## config.mk

```make
export PLATFORM = sky130hd
export DESIGN_NAME = pipeout_block_serializer
export DESIGN_NICKNAME = d
export VERILOG_FILES = /design/src/rtl/pipeout_block_serializer.sv
export SDC_FILE = /design/constraint.sdc
export NUM_CORES = 1
export LEC_CHECK = 0
export BUFFER_PORTS_ARGS = -buffer_cell sky130_fd_sc_hd__buf_2
export CAP_MARGIN = 20
export CORE_UTILIZATION = 55
export DETAILED_ROUTE_END_ITERATION = 16
export PLACE_DENSITY_LB_ADDON = 0.25
export SLEW_MARGIN = 0
export SYNTH_ARGS = -nofsm -noshare
export SYNTH_HDL_FRONTEND = slang
export SYNTH_SLANG_ARGS = --single-unit
```

## constraint.sdc

```tcl
create_clock -name ti_clk -period 4.34 [get_ports ti_clk]
set_input_delay 0.868 -clock ti_clk [delete_from_list [all_inputs] [get_ports ti_clk]]
set_output_delay 0.868 -clock ti_clk [all_outputs]
set_load 0.01 [all_outputs]
```

## src/rtl/pipeout_block_serializer.sv

```systemverilog
`default_nettype none
// ============================================================================
//  Module      : pipeout_block_serializer
//  Description : Buffers 64-bit DES result blocks in a small circular FIFO and
//                serialises them as little-endian 16-bit words onto an
//                okPipeOut endpoint, one word per ep_read strobe.
//  Revision    : 1.0 - initial release
// ============================================================================
module pipeout_block_serializer #(
    // FIFO capacity in 64-bit blocks; power of two in the range 2..16
    parameter int DEPTH = 4
) (
    input  logic                        ti_clk,
    input  logic                        reset,
    input  logic                        flush,
    input  logic                        blk_valid,
    input  logic [63:0]                 blk_data,
    output logic                        blk_ready,
    input  logic                        pipe_read,
    output logic [15:0]                 pipe_data,
    output logic [$clog2(DEPTH*4):0]    words_avail,
    output logic                        underflow
);

    localparam int c_PW = $clog2(DEPTH);        // pointer width
    localparam int c_CW = c_PW + 1;             // block count width (0..DEPTH)
    localparam int c_WW = $clog2(DEPTH*4) + 1;  // word count width (0..DEPTH*4)

    logic [63:0]     r_mem [DEPTH];
    logic [c_PW-1:0] r_wr_ptr;
    logic [c_PW-1:0] r_rd_ptr;
    logic [c_CW-1:0] r_count;
    logic [1:0]      r_idx;
    logic            r_underflow;

    logic            w_full;
    logic            w_empty;
    logic            w_ready;
    logic            w_push;
    logic            w_pop;
    logic            w_pop_last;
    logic            w_uf_set;
    logic [63:0]     w_head;
    logic [15:0]     w_word;

    // Handshake decode; ready depends only on registered count (never on a
    // same-cycle pop), and reset/flush suppress every push and pop.
    always_comb begin
        w_full     = (r_count == c_CW'(DEPTH));
        w_empty    = (r_count == '0);
        w_ready    = reset & ~w_full;
        w_push     = blk_valid & w_ready & ~flush;
        w_pop      = pipe_read & ~w_empty & reset & ~flush;
        w_pop_last = w_pop & (r_idx == 2'd3);
        w_uf_set   = pipe_read & w_empty;
    end

    // Block storage; contents survive reset and flush, only pointers clear.
    always_ff @(posedge ti_clk) begin
        if (w_push) begin
            r_mem[r_wr_ptr] <= blk_data;
        end
    end

    // Pointer, word index, block count and sticky underflow bookkeeping.
    always_ff @(posedge ti_clk) begin
        if (!reset || flush) begin
            r_wr_ptr    <= '0;
            r_rd_ptr    <= '0;
            r_count     <= '0;
            r_idx       <= 2'd0;
            r_underflow <= 1'b0;
        end else begin
            if (w_push) begin
                r_wr_ptr <= r_wr_ptr + c_PW'(1);
            end
            if (w_pop) begin
                r_idx <= r_idx + 2'd1;
                if (w_pop_last) begin
                    r_rd_ptr <= r_rd_ptr + c_PW'(1);
                end
            end
            case ({w_push, w_pop_last})
                2'b10:   r_count <= r_count + c_CW'(1);
                2'b01:   r_count <= r_count - c_CW'(1);
                default: r_count <= r_count;
            endcase
            if (w_uf_set) begin
                r_underflow <= 1'b1;
            end
        end
    end

    // Output mux straight off registered state: current word of the head block.
    always_comb begin
        w_head      = r_mem[r_rd_ptr];
        w_word      = w_head[{r_idx, 4'b0000} +: 16];
        blk_ready   = w_ready;
        pipe_data   = (reset && !w_empty) ? w_word : 16'h0000;
        words_avail = reset ? ({r_count, 2'b00} - c_WW'(r_idx)) : '0;
        underflow   = r_underflow & reset;
    end

endmodule
`default_nettype wire

```

==> results.cfg <==
[status]
status = completed

[job]
drv_cap = 0

[layout]
final_cell_count_no_fill = 872
nets = 695
finish.instance_area_um2 = 12100
drive_gt1_frac = 0.300
area_delta_synth_final_pct = 14.8

[clocking]
post-cts-setup-buffer-count = 0
holdBufCountCts = 0
post_cts_resized = 0
cts.clk_slew.worst_paths_ns = 0.06
h-tree-depth = 1
cts_sinks = 268
cts_tree = built
clock_latency_ns = 0.53
cts_made_buffers = 27
cts-root-buf = clkbuf_16
cts_buffer_depth = 3

[global_route]
grt_pass1_wl_um = 32100
grt_max_degree = 65
grt-ovfl-total = 0
antenna_found_initial = 3
track_usage = 0.220
grt_use_met1 = 0.305
grt_pass1_vias = 5585
use_met2 = 0.362
grt_util_met3 = 0.0448
top_usage_layer = met2

[place]
place_area_um2 = 11300
io_buffers = 91
dp_cells = 823
hpwl_um = 12600
globalplace.congestion = 0.765

[critical_path]
crit_buf_inv = 2
path_cells = buf_4, mux4_1, nand3_1, nand4_1, buf_2
cp-start-kind = register
cp-end-kind = output port
worstPathArrival_ns = 2.68
cpMaxStageDelayCell = dfxtp_4
crit_path_max_incr_delay_ns = 0.70
path_max_fanout = 28
worstSetupPathType = register to output port
path_delay_family = flip-flops
worstPathRequired_ns = 3.47

[drt]
drc_errors = 0
num_vias = 5375
routedWlPerCell_um = 24.1
ant_nets = 0
viasPerCell = 6.16
drt-total-wl_um = 21000
drtIter0Drc = 337
dr.pass1.iters = 5

[logic_synthesis]
yosys.cell_types.count = 33
syn_area_um2 = 10500
ys_seq_area_frac = 0.752
syn-num-nets = 592
netlist_instances = 515
synth_seq_cells = 268
synth.yosys.warnings = 0
avgSynthCellArea_um2 = 20.5

[die]
ios = 92
core_area_um2 = 18800
fp.dieH_um = 140
die_w_um = 140
dieArea_um2 = 19700
initial_core_util = 0.562
fp-row-count = 50

[timing]
drv_slew = 0
max_slew_margin = 0.393
setup_viol = 0
tns_ns = 0
fin_crit_sh = 0.817
grt_setup_unrepaired = no
skew_ns = 0.00840
finalHoldViolCount = 0
min_period_ns = 3.55
worstMarginPinSlew_ns = 0.910
clock.fmax_mhz = 282

[hold_path]
hold_path_class = register to register

[power]
irDropWorstVdd_uv = 350
power.density_nw_per_um2 = 426
leakagePower_nw = 3.98
per-stage QoR:
stage	setup slack [ns]	utilization	hold WS [ns]	total power, mW
floorplan	1.01	-	0.429	2.96
global placement	1.27	0.601	0.452	3.03
detailed placement	1.20	0.601	0.467	3.03
CTS	0.726	0.645	0.482	5.19
global route	0.612	0.645	0.518	5.28
finish	0.793	0.645	0.492	5.15
final timing paths:
check	start	end	slack, ns	cells after the start
max reg2reg	r_idx[0]	r_count[2]	1.77	9
min	r_underflow	r_underflow	0.49	2
min reg2reg	r_underflow	r_underflow	0.49	2
max	register	pipe_data[14]	0.79	5
Yosys cell counts (all sizes together):
cell,count,area share
nor2b,1,0.00059
a21oi,6,0.0028
nand3,66,0.031
fa,1,0.0019
o21ai,5,0.0024
nor3,3,0.0014
a21boi,1,0.00071
mux4,64,0.14
inv,9,0.0032
or3b,1,0.00083
nand4,16,0.0095
and2,10,0.0059
xor2,3,0.0025
o31ai,1,0.00071
mux2i,1,0.00095
buf,24,0.015
ha,7,0.0083
nand2b,1,0.00059
xnor2,3,0.0025
nor2,10,0.0036
clkbuf,6,0.0023
o311ai,1,0.0015
edfxtp,256,0.73
or3,3,0.0018
o311a,1,0.00095
o31a,1,0.00083
nor3b,1,0.00071
clkinv,1,0.00036
dfxtp,12,0.023
where the power goes:
part | total (mW) | internal, mW | switching, mW
clock | 2.17 | 1.26 | 0.905
combinational | 0.115 | 0.0455 | 0.0695
sequential | 2.87 | 2.86 | 0.00737
worst register-to-register path, cell delays in order, from the launching register on:
cell and delay [ns]:
dfxtp_1 0.69, ha_1 0.26, o311ai_2 0.16, nor2_1 0.13, ha_1 0.19, inv_1 0.06
fa_1 0.38, xor2_1 0.16, or3_1 0.30, a21oi_1 0.17
logic make-up after synthesis:
| group | after synthesis | synth area share |
|---|---|---|
| buffers and inverters | 40 | 0.0211 |
| AND/OR/NAND/NOR | 112 | 0.0563 |
| multiplexers | 65 | 0.145 |
| adder cells (fa/ha/maj) | 8 | 0.0102 |
| XOR/XNOR | 6 | 0.00499 |
| flip-flops | 268 | 0.752 |
| AO/OA/AOI/OAI | 16 | 0.00997 |
flip-flops by register name (all words and copies together), names as in the netlist, named ones only:
| signal | count |
|---|---|
| r_wr_ptr | 2 |
| r_rd_ptr | 2 |
| r_underflow | 1 |
| r_mem | 256 |
| r_count | 3 |
| r_idx | 2 |
metal layers:
metal  vias up  wire length (µm)
met5         -                23
met4         4               389
met3        33              1380
met2       191             10400
met1      2803              8810
li1       2344                 -
cells in the final DEF, fill, tap and decap left out, types with 2 or more instances in the layout:
master     Yosys  final
clkinv_1       1      4
clkinv_2       0      3
buf_12         0      5
mux4_1        21     21
inv_6          0      2
or3_1          3      3
dfxtp_1       12     10
and2_1        10      6
ha_1           7      7
mux4_2        43     43
xor2_1         3      3
clkbuf_16      0     27
nand4_1       16     16
buf_2         15     91
and2_2         0      4
nor2_1        10     10
edfxtp_1     256    256
buf_4          0      8
bufinv_16      0      2
o21ai_0        5      5
clkbuf_1       5      9
nor3_1         3      3
nand3_1       66     66
xnor2_1        3      3
inv_1          9      9
a21oi_1        6      6
area by class of cell:
type,count,area (µm²)
timing repair buffer,104,616
tap,234,293
fill,1275,6670
clock inverter,12,116
sequential,268,7930
clock buffer,36,709
antenna,1,2.50
inverter,10,37.5
multi-input combinational,207,2390
No activity file was read; power rests on OpenSTA's default activity.
